$ cat src/rtl/cnn_pkg.sv
// Shared CNN datapath helpers: default sample width, signed range bounds and signed max.
package cnn_pkg;

    localparam int CNN_DATA_BITS = 32;
    localparam int CNN_MAX_BITS  = 64;

    // Largest and smallest signed value representable in 'bits' bits, held at CNN_MAX_BITS.
    function automatic logic signed [CNN_MAX_BITS-1:0] smax_of(input int unsigned bits);
        return (64'sd1 <<< (bits - 1)) - 64'sd1;
    endfunction

    function automatic logic signed [CNN_MAX_BITS-1:0] smin_of(input int unsigned bits);
        return -(64'sd1 <<< (bits - 1));
    endfunction

    function automatic logic signed [CNN_MAX_BITS-1:0] smax(
        input logic signed [CNN_MAX_BITS-1:0] a,
        input logic signed [CNN_MAX_BITS-1:0] b
    );
        return (a > b) ? a : b;
    endfunction

endpackage

$ cat src/rtl/chan_adder_sat.sv
// Combinational channel sum plus bias, reduced to DATA_BITS.
// CHAN_SUM_POOL_SATURATE_EN selects clamping; otherwise the wide sum wraps.
module chan_adder_sat
    import cnn_pkg::*;
#(
    parameter int DATA_BITS = CNN_DATA_BITS,
    parameter int CHANNELS  = 3
) (
    input  logic [CHANNELS*DATA_BITS-1:0] in_data,
    input  logic [DATA_BITS-1:0]          bias,
    output logic [DATA_BITS-1:0]          sum
);

    localparam int WIDE = DATA_BITS + $clog2(CHANNELS + 1);
    localparam int EXT  = WIDE - DATA_BITS;

    logic signed [WIDE-1:0] ext [CHANNELS];
    logic signed [WIDE-1:0] acc;

    for (genvar k = 0; k < CHANNELS; k++) begin : g_ext
        assign ext[k] = {{EXT{in_data[k*DATA_BITS + DATA_BITS-1]}},
                         in_data[k*DATA_BITS +: DATA_BITS]};
    end

    always_comb begin
        acc = {{EXT{bias[DATA_BITS-1]}}, bias};
        for (int unsigned k = 0; k < CHANNELS; k++) begin
            acc = acc + ext[k];
        end
    end

`ifdef CHAN_SUM_POOL_SATURATE_EN
    localparam logic signed [WIDE-1:0] SAT_HI = WIDE'(smax_of(DATA_BITS));
    localparam logic signed [WIDE-1:0] SAT_LO = WIDE'(smin_of(DATA_BITS));

    always_comb begin
        if (acc > SAT_HI) begin
            sum = SAT_HI[DATA_BITS-1:0];
        end else if (acc < SAT_LO) begin
            sum = SAT_LO[DATA_BITS-1:0];
        end else begin
            sum = acc[DATA_BITS-1:0];
        end
    end
`else
    logic [EXT-1:0] unused_hi;

    always_comb begin
        sum       = acc[DATA_BITS-1:0];
        unused_hi = acc[WIDE-1:DATA_BITS];
    end
`endif

endmodule

$ cat src/rtl/chan_sum_pool.sv
// Per-pixel channel sum + bias + ReLU followed by POOL_SIZE x POOL_SIZE max-pooling
// with a valid/ready stream on both sides. Optional clamp: CHAN_SUM_POOL_SATURATE_EN.
module chan_sum_pool
    import cnn_pkg::*;
#(
    parameter int DATA_BITS = CNN_DATA_BITS,
    parameter int CHANNELS  = 3,
    parameter int WIDTH     = 8,
    parameter int HEIGHT    = 8,
    parameter int POOL_SIZE = 2
) (
    input  logic                          clk,
    input  logic                          rst,
    input  logic                          in_valid,
    output logic                          in_ready,
    input  logic [CHANNELS*DATA_BITS-1:0] in_data,
    input  logic [DATA_BITS-1:0]          bias,
    output logic                          out_valid,
    input  logic                          out_ready,
    output logic [DATA_BITS-1:0]          out_data,
    output logic                          out_last
);

    localparam int GROUPS = WIDTH / POOL_SIZE;
    localparam int PW     = $clog2(POOL_SIZE);
    localparam int GW     = (GROUPS > 1) ? $clog2(GROUPS) : 1;
    localparam int YW     = (HEIGHT > 1) ? $clog2(HEIGHT) : 1;

    logic [DATA_BITS-1:0] raw_sum;
    logic [DATA_BITS-1:0] pix;
    logic [DATA_BITS-1:0] gmax;
    logic [DATA_BITS-1:0] gcur;
    logic [DATA_BITS-1:0] lb_rd;
    logic [DATA_BITS-1:0] win;
    logic [DATA_BITS-1:0] line_buf [GROUPS];

    // Column x is carried as (group index gi, position within group px); row as y plus y%POOL_SIZE in py.
    logic [PW-1:0] px;
    logic [PW-1:0] py;
    logic [GW-1:0] gi;
    logic [YW-1:0] y;

    logic accept;
    logic grp_end;
    logic last_grp;
    logic last_row;
    logic win_row;

    function automatic logic [DATA_BITS-1:0] dmax(
        input logic [DATA_BITS-1:0] a,
        input logic [DATA_BITS-1:0] b
    );
        return DATA_BITS'(smax({{(CNN_MAX_BITS-DATA_BITS){a[DATA_BITS-1]}}, a},
                               {{(CNN_MAX_BITS-DATA_BITS){b[DATA_BITS-1]}}, b}));
    endfunction

    chan_adder_sat #(
        .DATA_BITS (DATA_BITS),
        .CHANNELS  (CHANNELS)
    ) u_adder (
        .in_data (in_data),
        .bias    (bias),
        .sum     (raw_sum)
    );

    assign in_ready = !rst && (!out_valid || out_ready);
    assign accept   = in_valid && in_ready;
    assign pix      = raw_sum[DATA_BITS-1] ? '0 : raw_sum;
    assign gcur     = (px == '0) ? pix : dmax(gmax, pix);
    assign grp_end  = (px == PW'(POOL_SIZE - 1));
    assign last_grp = (gi == GW'(GROUPS - 1));
    assign last_row = (y == YW'(HEIGHT - 1));
    assign win_row  = (py == PW'(POOL_SIZE - 1));
    assign lb_rd    = line_buf[gi];
    // The first row of a window band writes the group max; later rows fold into it.
    assign win      = (py == '0) ? gcur : dmax(lb_rd, gcur);

    always_ff @(posedge clk) begin
        if (accept && grp_end) begin
            line_buf[gi] <= win;
        end
    end

    always_ff @(posedge clk) begin
        if (rst) begin
            out_valid <= 1'b0;
            out_last  <= 1'b0;
            out_data  <= '0;
            px        <= '0;
            py        <= '0;
            gi        <= '0;
            y         <= '0;
            gmax      <= '0;
        end else begin
            if (out_ready) begin
                out_valid <= 1'b0;
            end
            if (accept) begin
                gmax <= gcur;
                if (grp_end) begin
                    px <= '0;
                    if (win_row) begin
                        out_data  <= win;
                        out_valid <= 1'b1;
                        out_last  <= last_grp && last_row;
                    end
                    if (last_grp) begin
                        gi <= '0;
                        py <= win_row ? '0 : py + 1'b1;
                        y  <= last_row ? '0 : y + 1'b1;
                    end else begin
                        gi <= gi + 1'b1;
                    end
                end else begin
                    px <= px + 1'b1;
                end
            end
        end
    end

endmodule
$ cat config.mk
export PLATFORM = sky130hd
export DESIGN_NAME = chan_sum_pool
export DESIGN_NICKNAME = d
export VERILOG_FILES = /design/src/rtl/cnn_pkg.sv /design/src/rtl/chan_adder_sat.sv /design/src/rtl/chan_sum_pool.sv
export SDC_FILE = /design/constraint.sdc
export NUM_CORES = 1
export LEC_CHECK = 0
export ABC_AREA = 1
export CAP_MARGIN = 20
export CORE_MARGIN = 2
export CORE_UTILIZATION = 40
export DETAILED_ROUTE_END_ITERATION = 10
export PLACE_DENSITY = 0.71
export SYNTH_ARGS = -nofsm -noshare
export SYNTH_HDL_FRONTEND = slang
export SYNTH_SLANG_ARGS = --single-unit
$ cat constraint.sdc
create_clock -name clk -period 12.15 [get_ports clk]
set_input_delay 2.43 -clock clk [delete_from_list [all_inputs] [get_ports clk]]
set_output_delay 2.43 -clock clk [all_outputs]
set_load 0.02 [all_outputs]
; ---- Word-level counts from Yosys, hierarchy flattened
; Memories as Yosys holds them, arrays and structs flattened. A register that Yosys moved wholly into a read port is not among the register bits.
; Cells that the tools add are included.
[classes]
n_addsub = 7
order_cmp = 2
eq_ne = 2
muxes = 17
n_reduce_logical = 10
[ops]
columns = op, n
row1 = 32-bit 2-to-1 mux, 4
row2 = 32-bit adder, 3
row3 = 32-bit greater-than comparator, 2
row4 = 31-bit 2-to-1 mux, 1
row5 = 1-bit 2-to-1 mux, 8
row6 = 2-bit 2-to-1 mux, 3
row7 = 3-bit AND reduction, 2
row8 = 1-bit logical AND, 4
row9 = 3-bit by 1-bit adder with 3-bit output (second input constant), 1
row10 = 3-bit == test (second input constant), 1
row11 = 3-bit 2-to-1 mux, 1
row12 = 1-bit adder (second input constant), 2
row13 = 2-bit by 1-bit adder with 2-bit output (second input constant), 1
row14 = 2-bit == test (second input constant), 1
row15 = 1-bit zero test, 2
row16 = 2-bit AND reduction, 1
row17 = 1-bit logical OR, 1
[totals]
regBits = 73
ramBits = 128
output_inout_bits = 35
elab_cells = 47
mem_count = 1
[mem_list]
columns = name, depth, width, rd, rd_clocked_by_memory_dff, write_ports, line
row1 = line_buf, 4, 32, 1, 1, 1, chan_sum_pool.sv:35  ; logic [DATA_BITS-1:0] line_buf [GROUPS];

; ---- Longest topological paths before layout
; Gate-level depths: netlist of run 1.
[logic_depth]
word_depth = 10
depth_mapped = 60
depth_no_buf = 57

; ---- Cells and area by module
; Synthesis of run 1 repeated with hierarchy kept, for this count alone.
[hier_totals]
hier_cells = 1988
area_unflattened_um2 = 14689.1
[modules_own_cells]
columns = module, n_inst, cells_per_inst, area_each_um2
row1 = chan_sum_pool, 1, 1269, 10472.5
row2 = chan_adder_sat, 1, 719, 4216.5

; ---- Worst setup path after synthesis of run 1
; OpenSTA, ideal clock, no wires.
[synth_path]
path_kind = input-to-reg
from = input in_data[1]
to = memory line_buf[0][26] in the netlist's numbering, data pin
setup_time_ns = 0.258
arrival_ns = 8.118
required_ns = 11.892
path_slack_ns = 3.774
path_stages = 47
path_buffers = 3
path_cell_list = inv_1 fa_1 fa_1 inv_1 ha_1 inv_1 fa_1 inv_1 nand3_1 nand2_2 nand2_1 nand2_2 nand2_2 nand2_2 nand2_2 nand2_2 nand2_4 nand2_8 (+11 left out) inv_1 nand2_2 buf_2 nand3_1 and2_1 ha_1 a21oi_1 o21a_1 nand2_1 a21oi_1 nand2_1 nand2_1 nand2_1 nand2_1 buf_1 nand3_1 nand2_1 inv_1
[synth_via]
elab_chain_len = 10
[synth_lines]
columns = element, line
row1 = from (decl), chan_sum_pool.sv:16  ; input logic [CHANNELS*DATA_BITS-1:0] in_data,
row2 = 32-bit adder * (3 in a row), chan_adder_sat.sv:28  ; acc = acc + ext[k];
row3 = 31-bit 2-to-1 mux *, chan_sum_pool.sv:68  ; assign pix = raw_sum[DATA_BITS-1] ? '0 : raw_sum;
row4 = 32-bit greater-than comparator, cnn_pkg.sv:20  ; return (a > b) ? a : b;
row5 = 32-bit 2-to-1 mux, cnn_pkg.sv:20
row6 = 32-bit 2-to-1 mux *, chan_sum_pool.sv:69  ; assign gcur = (px == '0) ? pix : dmax(gmax, pix);
row7 = 32-bit greater-than comparator, cnn_pkg.sv:20
row8 = 32-bit 2-to-1 mux, cnn_pkg.sv:20
row9 = 32-bit 2-to-1 mux *, chan_sum_pool.sv:76  ; assign win = (py == '0) ? gcur : dmax(lb_rd, gcur);
row10 = named net win[26], chan_sum_pool.sv:34  ; logic [DATA_BITS-1:0] win;
row11 = to (decl), chan_sum_pool.sv:35
; Mark *: on every way through the listed nets, which the timed path passes. The rest lies on a longest branch.

; ---- Final worst setup path of run 1
[layout_path]
from = input in_data[1]
to = memory line_buf[2][29] in the netlist's numbering, data pin
; The elaborated chain is that of the path after synthesis.

==> impl_metrics.json, run 1 <==
{
  "fp.dieH_um": 195,
  "preCtsSetupSlack_ns": 1.67,
  "placed_cells_incl_taps": 2512,
  "yosys_warnings": 0,
  "cts.root.buffer_cell": "sky130_fd_sc_hd__clkbuf_16",
  "timing.critical_path.to": "line_buf[2][29]",
  "critPathMostFrequentCell": "sky130_fd_sc_hd__nand2_1",
  "grt_busiest_layer": "met2",
  "power-per-cell-area_nw_per_um2": 174,
  "failed_checks": "design-rule violations",
  "die_w_um": 195,
  "mappedNetlistNets": 2225,
  "synth.avg_cell_area_um2": 7.53,
  "cts_post_setup_buffers_inserted": 0,
  "cts.hold.buffers_added": 0,
  "crit_path_start": "in_data[1]",
  "num_rows": 69,
  "instance_area_at_placement_um2": 16600,
  "ctsLongestPathBuffers": 3,
  "grt_pass1_vias": 12000,
  "setup_viol": 0,
  "die_area_um2": 37900,
  "htree_num_levels": 1,
  "run_status": "complete, but fails checks",
  "worst_r2r_endpoint": "line_buf[2][29]",
  "globalRoute.totalOverflow": 0,
  "max_slew.worst_pin.slew_ns": 0.873,
  "tritoncts": "yes",
  "maxSlewHeadroom": 0.417,
  "start_util": 0.408,
  "global_route_met2_utilization": 0.341,
  "layout.core_utilization": 0.487,
  "nNetsFinal": 2371,
  "worst_path_largest_cell_delay_ns": 0.59,
  "postSynthRegisterBits": 203,
  "r2r.worst_path.cells": 25,
  "layout_worst_path_cycle_share": 0.817,
  "synth_seq_area_share": 0.368,
  "drt_pass1_iterations": 11,
  "flow.area_growth_from_synthesis_pct": 19.5,
  "path_class_of_the_lowest_slack_min_delay_path": "flip-flop to flip-flop",
  "drt_iter0_drc": 733,
  "cp-start-kind": "primary input",
  "grtUsageMet3": 0.0200,
  "syn-cell-area_um2": 14500,
  "totalNegativeSetupSlack_ns": 0,
  "vias": 12400,
  "clkSinkCount": 203,
  "cp-end-kind": "flip-flop",
  "final-hold-violation-count": 0,
  "vias_per_cell": 4.87,
  "worstPathArrival_ns": 10.18,
  "cts_inserted_buffers": 22,
  "grt_antenna_before_repair": 0,
  "clock-skew-final_ns": 0.0165,
  "port_buffers": 166,
  "fin_cells": 2553,
  "synth_flop_cell": "sky130_fd_sc_hd__edfxtp_1",
  "synth_edf_count": 128,
  "final.hold.worst_slack_ns": 0.463,
  "drive_gt1_frac": 0.0430,
  "postLayoutSetupSlackWorst_ns": 2.22,
  "highest_clock_frequency_the_design_can_meet_ghz": 0.101,
  "timing_max_transition_violations_final": 0,
  "global_route.usage.total": 0.191,
  "grt_pass1_wl_um": 59300,
  "grt_max_degree": 66,
  "worst_path_max_delay_cell": "sky130_fd_sc_hd__inv_2",
  "antenna_cells_inserted": 0,
  "regToRegSetupSlack_ns": 7.27,
  "worst_ir_drop_vdd_mv": 0.103,
  "timing.setup.critical_path_class": "primary input to flip-flop",
  "timing.critical_path.fanout_max": 46,
  "critical_path.reg2reg.startpoint": "gmax[15]",
  "final_weighted_congestion_in_routability_driven_placement": 0.915,
  "cts_resized": 0,
  "netlist_instances": 1931,
  "detail_route.wl_per_cell_um": 14.1,
  "core_region_area_um2": 35700,
  "number_of_maximum_capacitance_constraint_violations": 0,
  "period_needed_ns": 9.93,
  "asyncSetResetFlopFracSynth": 0,
  "dp_hpwl_um": 27000,
  "clk_transition_reported_paths_ns": 0.06,
  "final_area_um2": 17400,
  "drt_wl_total_um": 36000,
  "yosys.cell_types.count": 41,
  "use_met1": 0.250,
  "antenna_violating_nets_post_route": 0,
  "total_power_mw": 3.02,
  "io-pin-count": 167,
  "clock_latency_ns": 0.51,
  "post_route_drc": 1,
  "rsz0062_at_grt": "no",
  "required_ns": 12.40,
  "power_leakage_nw": 8.50
}
[cell usage after synthesis (3+ instances only)]
master | instances | area share
sky130_fd_sc_hd__a32oi_1 | 3 | 0.0018
sky130_fd_sc_hd__and2_1 | 6 | 0.0026
sky130_fd_sc_hd__o22ai_1 | 29 | 0.012
sky130_fd_sc_hd__o21ai_1 | 3 | 0.0010
sky130_fd_sc_hd__nand2_2 | 16 | 0.0069
sky130_fd_sc_hd__o21a_1 | 3 | 0.0015
sky130_fd_sc_hd__dfxtp_1 | 75 | 0.10
sky130_fd_sc_hd__a21oi_1 | 78 | 0.027
sky130_fd_sc_hd__clkbuf_1 | 28 | 0.0072
sky130_fd_sc_hd__ha_1 | 100 | 0.086
sky130_fd_sc_hd__a211oi_1 | 9 | 0.0046
sky130_fd_sc_hd__nand3_1 | 96 | 0.033
sky130_fd_sc_hd__buf_2 | 20 | 0.0069
sky130_fd_sc_hd__inv_1 | 399 | 0.10
sky130_fd_sc_hd__nand4_1 | 12 | 0.0052
sky130_fd_sc_hd__nand2_1 | 516 | 0.13
sky130_fd_sc_hd__o21ai_0 | 86 | 0.030
sky130_fd_sc_hd__a21o_1 | 3 | 0.0015
sky130_fd_sc_hd__inv_2 | 14 | 0.0036
sky130_fd_sc_hd__nor3_1 | 7 | 0.0024
sky130_fd_sc_hd__xnor2_1 | 9 | 0.0054
sky130_fd_sc_hd__buf_4 | 3 | 0.0015
sky130_fd_sc_hd__xor2_1 | 12 | 0.0072
sky130_fd_sc_hd__nor2_1 | 193 | 0.050
sky130_fd_sc_hd__fa_1 | 62 | 0.085
sky130_fd_sc_hd__edfxtp_1 | 128 | 0.26
[flip-flops by register name, summed over array words and instances (netlist names), named ones only]
signal / cells
grp_end: 1
out_data: 32
line_buf: 128
gmax: 32
gi: 2
py: 1
y: 3
out_last: 1
out_valid: 1
[cells by family after synthesis]
logic type | after synthesis | synth area share
XOR/XNOR | 21 | 0.0127
AO/OA/AOI/OAI | 217 | 0.0815
other | 1 | 0.000258
adder cells (fa/ha/maj) | 162 | 0.172
AND/OR/NAND/NOR | 856 | 0.240
buffers and inverters | 471 | 0.126
flip-flops | 203 | 0.368
[layer usage]
| layer | wire (um) | vias to the layer above |
|---|---|---|
| li1 | - | 6294 |
| met1 | 16000 | 5668 |
| met2 | 17200 | 423 |
| met3 | 2200 | 47 |
| met4 | 663 | 0 |
| met5 | 0 | - |
[critical path: cells and delay by family]
kind | cells | cell delay [ns]
buffers and inverters | 8 | 1.93
adder cells (fa/ha/maj) | 6 | 2.19
AND/OR/NAND/NOR | 31 | 3.60
[worst min-delay path by stage]
stage          endpoint     start  slack, ns  cells after the start
3_3_place_gp   out_last  out_last       0.45                      2
5_1_grt        gmax[31]  gmax[31]       0.50                      2
3_5_place_dp   out_last  out_last       0.46                      2
2_1_floorplan  gmax[31]  gmax[31]       0.44                      2
6_report       out_last  out_last       0.46                      2
4_1_cts        out_last  out_last       0.47                      2
[report_power, final]
part	switching [mW]	internal, mW	total (mW)
Sequential	0.0151	0.850	0.865
Clock	0.271	0.402	0.673
Combinational	0.976	0.504	1.48
Total	1.26	1.76	3.02
[layout by cell type, fill, tap and decap left out, types with 62 or more instances in the layout]
cell type                         count
sky130_fd_sc_hd__o21ai_0             86
sky130_fd_sc_hd__inv_1              399
sky130_fd_sc_hd__clkdlybuf4s50_1    165
sky130_fd_sc_hd__edfxtp_1           128
sky130_fd_sc_hd__ha_1               100
sky130_fd_sc_hd__a21oi_1             78
sky130_fd_sc_hd__fa_1                62
sky130_fd_sc_hd__nand2_1            516
sky130_fd_sc_hd__dfxtp_1             75
sky130_fd_sc_hd__nor2_1             188
sky130_fd_sc_hd__nand3_1             96
[area by class of cell]
type | count | area, um2
inverters | 415 | 1560
multi-input cells | 1257 | 7380
clock buffers | 32 | 703
fillers | 3464 | 18300
repair buffers | 178 | 1770
flip-flops and latches | 203 | 5350
clock inverters | 7 | 38.8
well taps | 461 | 577
Power figures use the tool's default switching activity.
==> run 2: changes to the inputs <==
- clock period: 12.15 -> 9.8 ns (I/O delays scaled with it)
==> impl_metrics.json, run 2 (synthesis results as in run 1) <==
{
  "number_of_maximum_capacitance_constraint_violations": 0,
  "global_route.usage.total": 0.191,
  "preCtsSetupSlack_ns": 0.177,
  "htree_num_levels": 1,
  "grt_max_degree": 66,
  "clock_latency_ns": 0.51,
  "drive_gt1_frac": 0.0454,
  "timing_max_transition_violations_final": 0,
  "cts.root.buffer_cell": "sky130_fd_sc_hd__clkbuf_16",
  "grt_pass1_vias": 12100,
  "highest_clock_frequency_the_design_can_meet_ghz": 0.109,
  "core_region_area_um2": 35700,
  "antenna_violating_nets_post_route": 0,
  "antenna_cells_inserted": 0,
  "largest_reg_flops": 128,
  "cp-start-kind": "primary input",
  "mostFrequentLayoutCell": "sky130_fd_sc_hd__nand2_1",
  "clk_transition_reported_paths_ns": 0.06,
  "postLayoutSetupSlackWorst_ns": 0.650,
  "layout.core_utilization": 0.488,
  "worstPathArrival_ns": 9.37,
  "totalNegativeSetupSlack_ns": 0,
  "vias_per_cell": 4.81,
  "mostFrequentLayoutCells": "516 x sky130_fd_sc_hd__nand2_1, 399 x sky130_fd_sc_hd__inv_1, 188 x sky130_fd_sc_hd__nor2_1",
  "post_route_drc": 1,
  "nNetsFinal": 2373,
  "timing.setup.critical_path_class": "primary input to flip-flop",
  "period_needed_ns": 9.15,
  "start_util": 0.408,
  "regToRegSetupSlack_ns": 5.22,
  "die_w_um": 195,
  "final_area_um2": 17400,
  "r2r.worst_path.cells": 15,
  "vias": 12300,
  "worst_r2r_endpoint": "line_buf[1][5]",
  "hold-path-cell-count": 2,
  "run_status": "complete, but fails checks",
  "drt_wl_total_um": 35900,
  "setup_viol": 0,
  "critPathMostFrequentCell": "sky130_fd_sc_hd__nand2_1",
  "flow.area_growth_from_synthesis_pct": 19.7,
  "final_weighted_congestion_in_routability_driven_placement": 0.894,
  "power_leakage_nw": 8.51,
  "fp.dieH_um": 195,
  "drt_pass1_iterations": 8,
  "power-per-cell-area_nw_per_um2": 216,
  "max_slew.worst_pin.slew_ns": 1.07,
  "grt_pass1_wl_um": 59100,
  "cts.hold.buffers_added": 0,
  "cp-end-kind": "flip-flop",
  "largestRegisters": "line_buf x128, gmax x32, out_data x32",
  "ctsLongestPathBuffers": 3,
  "worst_path_largest_cell_delay_ns": 0.56,
  "maxSlewHeadroom": 0.288,
  "rsz0062_at_grt": "no",
  "detail_route.wl_per_cell_um": 14.0,
  "tritoncts": "yes",
  "fin_cells": 2555,
  "globalRoute.totalOverflow": 0,
  "hold_path_end": "gmax[31]",
  "total_power_mw": 3.76,
  "num_rows": 69,
  "final-hold-violation-count": 0,
  "grt_antenna_before_repair": 0,
  "port_buffers": 166,
  "worstHoldStart": "gmax[31]",
  "timing.critical_path.fanout_max": 46,
  "path_class_of_the_lowest_slack_min_delay_path": "flip-flop to flip-flop",
  "registers.top_by_ff_count": "line_buf",
  "final.hold.worst_slack_ns": 0.473,
  "required_ns": 10.02,
  "placed_cells_incl_taps": 2517,
  "cts_resized": 0,
  "worst_ir_drop_vdd_mv": 0.124,
  "layout_worst_path_cycle_share": 0.934,
  "clkSinkCount": 203,
  "failed_checks": "design-rule violations",
  "clock-skew-final_ns": 0.0164,
  "instance_area_at_placement_um2": 16600,
  "drt_iter0_drc": 692,
  "io-pin-count": 167,
  "cts_post_setup_buffers_inserted": 0,
  "cts_inserted_buffers": 21,
  "die_area_um2": 37900,
  "dp_hpwl_um": 27200,
  "worst_path_max_delay_cell": "sky130_fd_sc_hd__fa_1"
}
run 2: worst max path at each step:
stage               startpoint               to
floorplan           in_data[1]  line_buf[0][26]
global placement    in_data[1]  line_buf[0][13]
detailed placement  in_data[1]  line_buf[1][13]
CTS                 in_data[1]  line_buf[3][13]
global route        in_data[1]   line_buf[2][4]
finish              in_data[1]   line_buf[1][5]
run 2: report_power, final:
part / leakage (nW) / internal [mW] / switching, mW / total (mW)
combinational: 6.37 / 0.625 / 1.21 / 1.84
clock: 0.354 / 0.517 / 0.335 / 0.852
sequential: 1.78 / 1.05 / 0.0169 / 1.07
total: 8.51 / 2.19 / 1.57 / 3.76
run 2: critical path, delay by kind of cell:
kind | cells | cell delay [ns]
simple gates | 25 | 3.07
compound gates | 2 | 0.37
buf+inv | 12 | 1.76
fa+ha+maj | 6 | 2.17
run 2: final cells by class:
class | instances | area [um2]
multi-input cells | 1257 | 7380
well taps | 461 | 577
fillers | 3490 | 18300
repair buffers | 181 | 1790
clock buffers | 24 | 557
clock inverters | 14 | 186
flip-flops and latches | 203 | 5350
inverters | 415 | 1560
run 2: layer usage:
layer,share of wire,up-vias,GRT usage
li1,-,6291,-
met1,0.44,5585,0.248
met2,0.48,358,0.335
met3,0.058,59,0.0224
met4,0.027,0,0.0567
met5,0,-,0
